===== src/rtl/qspi_tx_shifter.sv =====
// ---------------------------------------------------------------------------
// qspi_tx_shifter
//
// Transmit serialiser for the QSPI controller. Pops 32-bit words from the TX
// sync FIFO (written by the AHB side) and shifts them out on the QSPI data
// lines in single (IO0) or quad (IO3..IO0) mode. Generates SCLK (SPI mode 0,
// idle low) and CS_n. Stalls with SCLK low and CS_n asserted whenever the
// FIFO runs dry in the middle of a multi-word transfer.
//
// Ports:
//   clk          system clock
//   rst_n        asynchronous active-low reset
//   start        one-cycle transfer request, only honoured in IDLE
//   quad_mode    1 = 4 bits per SCLK, 0 = IO0 only (latched at start)
//   clk_div      SCLK half-period = clk_div+1 clk cycles (latched at start)
//   num_words    number of FIFO words to send (latched at start)
//   fifo_empty   FIFO empty flag
//   fifo_rd_en   FIFO pop request (combinational)
//   fifo_rd_data FIFO read data, valid one cycle after an accepted pop
//   sclk         QSPI serial clock
//   cs_n         chip select, active low
//   io_out       serial data out
//   io_oe        per-line output enables
//   busy         high from accepted start until done
//   done         one-cycle completion pulse
//
// Build option:
//   QSPI_TX_BYTE_SWAP_EN - when defined, each captured word is byte-reversed
//   so little-endian AHB data goes out byte 0 first, MSB-first within a byte.
// ---------------------------------------------------------------------------
module qspi_tx_shifter #(
    parameter int DATA_WIDTH = 32,
    parameter int CNT_WIDTH  = 16
) (
    input  logic                  clk,
    input  logic                  rst_n,
    input  logic                  start,
    input  logic                  quad_mode,
    input  logic [7:0]            clk_div,
    input  logic [CNT_WIDTH-1:0]  num_words,
    input  logic                  fifo_empty,
    output logic                  fifo_rd_en,
    input  logic [DATA_WIDTH-1:0] fifo_rd_data,
    output logic                  sclk,
    output logic                  cs_n,
    output logic [3:0]            io_out,
    output logic [3:0]            io_oe,
    output logic                  busy,
    output logic                  done
);

    localparam int UNIT_W = $clog2(DATA_WIDTH);
    localparam logic [UNIT_W-1:0] LAST_QUAD   = UNIT_W'(DATA_WIDTH / 4 - 1);
    localparam logic [UNIT_W-1:0] LAST_SINGLE = UNIT_W'(DATA_WIDTH - 1);

    typedef enum logic [2:0] {
        IDLE,
        FETCH,
        LOAD,
        SHIFT,
        FINISH
    } state_t;

    state_t                 state;
    state_t                 next_state;

    logic [CNT_WIDTH-1:0]   words_left;
    logic                   quad_lat;
    logic [7:0]             div_lat;
    logic [DATA_WIDTH-1:0]  shift_reg;
    logic [DATA_WIDTH-1:0]  shift_next;
    logic [DATA_WIDTH-1:0]  load_word;
    logic [UNIT_W-1:0]      unit_cnt;
    logic [7:0]             half_cnt;
    logic                   half_wrap;
    logic                   sclk_fall;
    logic                   last_unit;

    logic                   sclk_r;
    logic                   cs_n_r;
    logic [3:0]             io_out_r;
    logic [3:0]             io_oe_r;
    logic                   busy_r;
    logic                   done_r;

`ifdef QSPI_TX_BYTE_SWAP_EN
    // Reverse byte order so byte 0 lands in the top byte and is shifted first.
    function automatic logic [DATA_WIDTH-1:0] byte_swap(input logic [DATA_WIDTH-1:0] w);
        logic [DATA_WIDTH-1:0] r;
        r = w;
        for (int i = 0; i < DATA_WIDTH / 8; i++) begin
            r[i*8 +: 8] = w[DATA_WIDTH-8-i*8 +: 8];
        end
        return r;
    endfunction

    assign load_word = byte_swap(fifo_rd_data);
`else
    assign load_word = fifo_rd_data;
`endif

    // The pop request is purely combinational so a word is taken in the very
    // cycle the FIFO becomes non-empty; FETCH is left on that same edge, which
    // guarantees at most one pop per word.
    assign fifo_rd_en = (state == FETCH) && !fifo_empty;

    assign sclk   = sclk_r;
    assign cs_n   = cs_n_r;
    assign io_out = io_out_r;
    assign io_oe  = io_oe_r;
    assign busy   = busy_r;
    assign done   = done_r;

    // State register.
    always_ff @(posedge clk or negedge rst_n) begin
        if (!rst_n) begin
            state <= IDLE;
        end else begin
            state <= next_state;
        end
    end

    // Next-state logic plus the shared timing strobes. The half-period counter
    // is reused in FINISH to time the CS_n hold-off, so half_wrap is meaningful
    // in both SHIFT and FINISH. A falling SCLK edge is the wrap point while SCLK
    // is currently high; that is where the next unit is presented.
    always_comb begin
        next_state = state;
        half_wrap  = (half_cnt == div_lat);
        sclk_fall  = (state == SHIFT) && half_wrap && sclk_r;
        last_unit  = quad_lat ? (unit_cnt == LAST_QUAD) : (unit_cnt == LAST_SINGLE);
        shift_next = quad_lat ? (shift_reg << 4) : (shift_reg << 1);

        case (state)
            IDLE: begin
                if (start && (num_words != '0)) begin
                    next_state = FETCH;
                end
            end
            FETCH: begin
                if (!fifo_empty) begin
                    next_state = LOAD;
                end
            end
            LOAD: begin
                next_state = SHIFT;
            end
            SHIFT: begin
                if (sclk_fall && last_unit) begin
                    next_state = (words_left == CNT_WIDTH'(1)) ? FINISH : FETCH;
                end
            end
            FINISH: begin
                if (half_wrap) begin
                    next_state = IDLE;
                end
            end
            default: begin
                next_state = IDLE;
            end
        endcase
    end

    // Datapath and registered outputs. SCLK only ever toggles in SHIFT and the
    // transition out of SHIFT happens on a falling edge, so SCLK is low in every
    // other state without any extra gating. io_out is left untouched on the
    // final falling edge of a word so the lines hold steady through the gap.
    always_ff @(posedge clk or negedge rst_n) begin
        if (!rst_n) begin
            words_left <= '0;
            quad_lat   <= 1'b0;
            div_lat    <= '0;
            shift_reg  <= '0;
            unit_cnt   <= '0;
            half_cnt   <= '0;
            sclk_r     <= 1'b0;
            cs_n_r     <= 1'b1;
            io_out_r   <= '0;
            io_oe_r    <= '0;
            busy_r     <= 1'b0;
            done_r     <= 1'b0;
        end else begin
            done_r <= 1'b0;
            case (state)
                IDLE: begin
                    if (start) begin
                        if (num_words != '0) begin
                            words_left <= num_words;
                            quad_lat   <= quad_mode;
                            div_lat    <= clk_div;
                            busy_r     <= 1'b1;
                        end else begin
                            done_r <= 1'b1;
                        end
                    end
                end
                LOAD: begin
                    shift_reg <= load_word;
                    cs_n_r    <= 1'b0;
                    io_oe_r   <= quad_lat ? 4'hF : 4'b0001;
                    io_out_r  <= quad_lat ? load_word[DATA_WIDTH-1 -: 4]
                                          : {3'b000, load_word[DATA_WIDTH-1]};
                    half_cnt  <= '0;
                    unit_cnt  <= '0;
                end
                SHIFT: begin
                    if (half_wrap) begin
                        half_cnt <= '0;
                        sclk_r   <= ~sclk_r;
                        if (sclk_r) begin
                            if (last_unit) begin
                                words_left <= words_left - CNT_WIDTH'(1);
                                unit_cnt   <= '0;
                            end else begin
                                unit_cnt  <= unit_cnt + UNIT_W'(1);
                                shift_reg <= shift_next;
                                io_out_r  <= quad_lat ? shift_next[DATA_WIDTH-1 -: 4]
                                                      : {3'b000, shift_next[DATA_WIDTH-1]};
                            end
                        end
                    end else begin
                        half_cnt <= half_cnt + 8'd1;
                    end
                end
                FINISH: begin
                    if (half_wrap) begin
                        cs_n_r   <= 1'b1;
                        io_oe_r  <= '0;
                        io_out_r <= '0;
                        done_r   <= 1'b1;
                        busy_r   <= 1'b0;
                    end else begin
                        half_cnt <= half_cnt + 8'd1;
                    end
                end
                default: begin
                end
            endcase
        end
    end

endmodule


===== config.mk =====
export PLATFORM = sky130hd
export DESIGN_NAME = qspi_tx_shifter
export DESIGN_NICKNAME = d
export VERILOG_FILES = /design/src/rtl/qspi_tx_shifter.sv
export SDC_FILE = /design/constraint.sdc
export NUM_CORES = 1
export LEC_CHECK = 0
export BUFFER_PORTS_ARGS = -buffer_cell sky130_fd_sc_hd__buf_4
export CAP_MARGIN = 30
export CORE_UTILIZATION = 40
export CTS_CLUSTER_SIZE = 8
export DETAILED_ROUTE_END_ITERATION = 10
export PLACE_DENSITY = 0.66
export SYNTH_ARGS = -nofsm -noshare
export SYNTH_HDL_FRONTEND = slang
export SYNTH_SLANG_ARGS = --single-unit

===== constraint.sdc =====
create_clock -name clk -period 5.7 [get_ports clk]
set_input_delay 0.285 -clock clk [delete_from_list [all_inputs] [get_ports clk]]
set_output_delay 0.285 -clock clk [all_outputs]
set_load 0.01 [all_outputs]

* After elaboration in Yosys (flattened, before gate mapping)
Index checks and enable logic that the tools add are counted.
** Operators by class
- Add/subtract/negate cells :: 3
- Eq/ne operators :: 19
- Muxes and demuxes :: 44
- Bitwise operators :: 1
- Reductions and logical operators :: 23
** Operators by type and width (number)
- 31-bit 2-to-1 mux :: 3
- 16-bit 2-to-1 mux :: 5
- 31-bit case mux with 2 select lines :: 1
- 32-bit 2-to-1 mux :: 1
- 16-bit case mux with 2 select lines :: 1
- 4-bit 2-to-1 mux :: 7
- 8-bit case mux with 3 select lines :: 1
- 2-bit inequality test (second input constant) :: 10
- 16-bit by 1-bit equality test with 1-bit output (second input constant) :: 1
- 8-bit 2-to-1 mux :: 2
- 16-bit nonzero test :: 1
- 16-bit by 1-bit subtractor with 16-bit output (second input constant) :: 1
- 3-bit 2-to-1 mux :: 5
- 5-bit 2-to-1 mux :: 3
- 3-bit case mux with 5 select lines :: 1
- 4-bit case mux with 3 select lines :: 1
- 4-bit AND reduction :: 3
- 5-bit case mux with 2 select lines :: 1
- 8-bit by 1-bit adder with 8-bit output (second input constant) :: 1
- 8-bit equality test :: 1
- 1-bit 2-to-1 mux :: 8
- 4-bit case mux with 2 select lines :: 1
- 2-bit nonzero test :: 4
- 3-bit by 2-bit equality test with 1-bit output (second input constant) :: 2
- other kinds (16) :: 25
** Storage, ports and cells
- Register bits :: 84
- Bits of input ports :: 61
- Output and inout port bits :: 13
- Word-level logic and storage cells :: 103

* Longest topological paths before layout
- Depth in word-level cells :: 6
- Mapped depth :: 8

* Least setup slack after synthesis
No wires, ideal clock.
- Path kind :: flip-flop to flip-flop
- Start point :: register half_cnt[0]
- End point :: register words_left[1]
- Setup time :: 0.125 ns
- Arrival :: 2.096 ns
- Data required time :: 5.575 ns
- Slack :: 3.479 ns
- Cell stages (with the launch flop) :: 8
- Buffers on the path :: 2
- Path through :: dfrtp_1 > xnor2_2 > nand4_4 > or4_4 > buf_6 > a22o_1 > buf_6 > mux2_4
** Between the ends
- Cells in the longest elaborated chain, start to end :: 3
** Ends and longest elaborated chain
- from (decl) :: line 74 : logic [7:0] half_cnt;
- from (signal assigned) :: line 222 : half_cnt <= half_cnt + 8'd1;
- from (signal assigned) :: line 233 : half_cnt <= half_cnt + 8'd1;
- 8-bit equality test :: line 129 : half_wrap = (half_cnt == div_lat);
- 2-bit inequality test (no line)
- 6-bit AND reduction (no line)
- to (signal assigned) :: line 188 : words_left <= num_words;
- to (signal assigned) :: line 212 : words_left <= words_left - CNT_WIDTH'(1);
- to (decl) :: line 67 : logic [CNT_WIDTH-1:0] words_left;
No other way between the ends.
A chain may end at the register's enable or synchronous reset.

* Final worst setup path
- Start point :: register quad_lat
- End point :: register words_left[1]
** Between the ends
- Cells in the longest elaborated chain, start to end :: 3
** Ends and longest elaborated chain
- from (decl) :: line 68 : logic quad_lat;
- from (signal assigned) :: line 189 : quad_lat <= quad_mode;
- 1-bit 2-to-1 mux :: line 131 : last_unit = quad_lat ? (unit_cnt == LAST_QUAD) : (unit_cnt == LAST_SINGLE);
- 2-bit inequality test (no line)
- 6-bit AND reduction (no line)
No other way between the ends.

==> results.ini <==
[detailed_routing]
antenna_left = 0
drt_pass1_iterations = 5
drt_iter0_markers = 316
drt_wl_total_um = 12200
wl_per_cell_um = 16.5
vias = 4212
drc = 0
viasPerCell = 5.72

[finish]
fin_nets = 629
syn2layout_area_growth_pct = 19.9
drive_gt1_share_pct = 26.5
n_antenna_cell = 0
largest_reg_flops = 31
fin_cells = 737
n_fill_cell = 1127
final_core_util_pct = 49.7

[floorplanning]
pin_count = 74
die-area_sq_um = 13100
start_util_pct = 41.5
die_h_um = 114
chipWidth_um = 114
core_sq_um = 12200
num_rows = 40

[timing]
fin_skew_ns = 0.00564
worst_pin_slew_ns = 0.957
timing.setup.tns_ns = 0
period_share_pct = 52.4
hold_viol = 0
rsz0062_at_grt = no
setup_ws_ns = 2.71
setup-violations-final = 0
slew_headroom_pct = 36.2
finalMaxSlewViolations = 0
fin_crit_ns = 2.99
max_freq_ghz = 0.335

[cts]
clk_pin_slew_ns = 0.06
tritoncts = done
clock_latency_ns = 0.34
root_buffer = clkbuf_16
numCtsBuffers = 9
htreeDepth = 3
clk_path_buf_depth = 2
post-cts-setup-buffers = 0
clkSinkCount = 82

[pwr]
vdd.ir_drop.worst_uv = 219
internal_power_mw = 1.99
p_clk_share_pct = 20.4
power_frac_comb_pct = 43.4
p_per_area_nw_per_um2 = 552
switchingPower_mw = 1.34
p_leak_nw = 2.59
pwr-share-seq_pct = 36.2
switching_share_pct = 40.2

[place]
io_buffers = 73
dpl.cell_count = 720
pre_cts_ws_ns = 2.75
gp_congestion = 0.818
hpwl_um = 8340

[synthesis]
yosys.area.top_type_share_pct = 40.2
synthFlopType = dfrtp_1
synth_edf_count = 0
ys_types = 69
post_synth_inst_count = 517
yosysTopAreaCell = dfrtp_1
seq_area_frac_synth_pct = 40.7
postSynth.asyncResetShare_pct = 100
synthTopCellsByArea = dfrtp_1 40%, mux2_2 8.3%, mux2i_1 6.2%
syn_area_per_cell_sq_um = 9.76
syn_area_sq_um = 5040
yosysMostFrequentCell = dfrtp_1
ys_warn_count = 0
synth_seq_cells = 82
synth_nets = 582
synth_common_cells = 81 x dfrtp_1, 43 x o21ai_0, 37 x mux2_2, 37 x nand2_1, 37 x nor2_1

[grt]
track_usage_pct = 19.9
antenna_found_initial = 0
gr-total-overflow = 0
grt_max_degree = 94
grt_pass1_vias = 4040
grt_pass1_wl_um = 20300

[worst_setup_path]
endpoint_kind = flip-flop
worst_ep_required_time_ns = 5.93
arrival_ns = 3.21
cp_max_fo = 39
cp-start-kind = flip-flop
criticalPathCategory = flip-flop to flip-flop

[status]
status = finished clean

[job]
max_cap_violations = 0

[worst_hold_path]
hold_path_class = input pin to flip-flop

-- stage by stage --
stage	hold slack, ns	power [mW]	cell area [sq um]
3_5_place_dp	0.178	2.66	5690
4_1_cts	0.162	3.35	6050
3_3_place_gp	0.482	2.59	5630
5_1_grt	0.166	3.59	6050
6_report	0.167	3.34	6050
2_1_floorplan	-0.0106	2.29	5040
-- per-layer routing --
layer | vias up | GRT usage (%) | wire length [um] | part of all wire (%)
met4 | 0 | 6.58 | 150 | 1.2
met3 | 12 | 4.50 | 688 | 5.7
met1 | 2038 | 26.6 | 5470 | 45
li1 | 2024 | - | - | -
met5 | - | 0 | 0 | 0
met2 | 138 | 31.8 | 5850 | 48
-- worst max-delay path: stages, from the launching register on --
cell	delay [ns]
dfrtp_2	0.99
nor3b_1	0.28
o211ai_1	0.27
or4_4	0.61
a22o_1	0.36
mux2_4	0.33
-- cells in the final DEF, fill, tap and decap left out, types with 3 or more instances in the layout --
master / n
dfrtp_1: 80
inv_1: 12
nor3_1: 11
nand3_1: 11
and4_1: 4
clkbuf_16: 9
and3_1: 4
o211ai_1: 3
o21ai_0: 43
a211oi_1: 3
nor4_1: 8
nand2b_1: 4
a2bb2oi_1: 3
nor2_1: 37
a41oi_1: 9
a21oi_1: 32
buf_4: 76
o22a_1: 11
a31oi_1: 16
o221ai_1: 3
mux2_2: 37
mux2i_1: 31
ha_1: 4
xnor2_2: 6
nand4_1: 3
nand2_1: 37
bufinv_16: 3
mux2_1: 4
o22ai_1: 6
-- power groups by stage --
stage / clock network (mW) / logic [mW] / registers [mW]
after floorplan: 0 / 1.26 / 1.03
after global placement: 0 / 1.39 / 1.20
after detailed placement: 0 / 1.45 / 1.21
after CTS: 0.694 / 1.45 / 1.21
after global routing: 0.722 / 1.61 / 1.25
final: 0.682 / 1.45 / 1.21
-- path summary, 6_finish.rpt --
| check | depth (start not counted) | endpoint | startpoint | slack [ns] |
|---|---|---|---|---|
| max | 5 | words_left[1] | quad_lat | 2.71 |
| min | 2 | shift_reg[0] | fifo_rd_data[0] | 0.17 |
| max reg2reg | 5 | words_left[1] | quad_lat | 2.71 |
| min reg2reg | 1 | shift_reg[28] | shift_reg[28] | 0.51 |
| max in group asynchronous | 3 | cs_n | rst_n | 4.71 |
| min in group asynchronous | 2 | shift_reg[19] | rst_n | 0.36 |
-- logic make-up after synthesis --
group,after synthesis,synth area share [%]
AOI/OAI and AO/OA,155,20.0
and+or+nand+nor,137,14.2
DFF,82,40.7
muxes,73,15.6
buffers and inverters,56,5.13
xor gates and xnor gates,10,3.37
adders and majority gates,4,0.992
-- area by class of cell --
| class | instances | area, sq um | area share (%) |
|---|---|---|---|
| clock buffers | 9 | 225 | 3.73 |
| clock inverters | 7 | 125 | 2.07 |
| inverters | 13 | 48.8 | 0.807 |
| multi-input cells | 379 | 2750 | 45.4 |
| flip-flops and latches | 82 | 2050 | 34.0 |
| well taps | 168 | 210 | 3.48 |
| repair buffers | 79 | 636 | 10.5 |
-- repair_timing --
item / in CTS / in global routing
hold endpoints to repair: 15 / 0
resized for setup: 0 / 0
hold buffers: 1 / 0
Note: power is estimated with default switching activity, not from simulation.
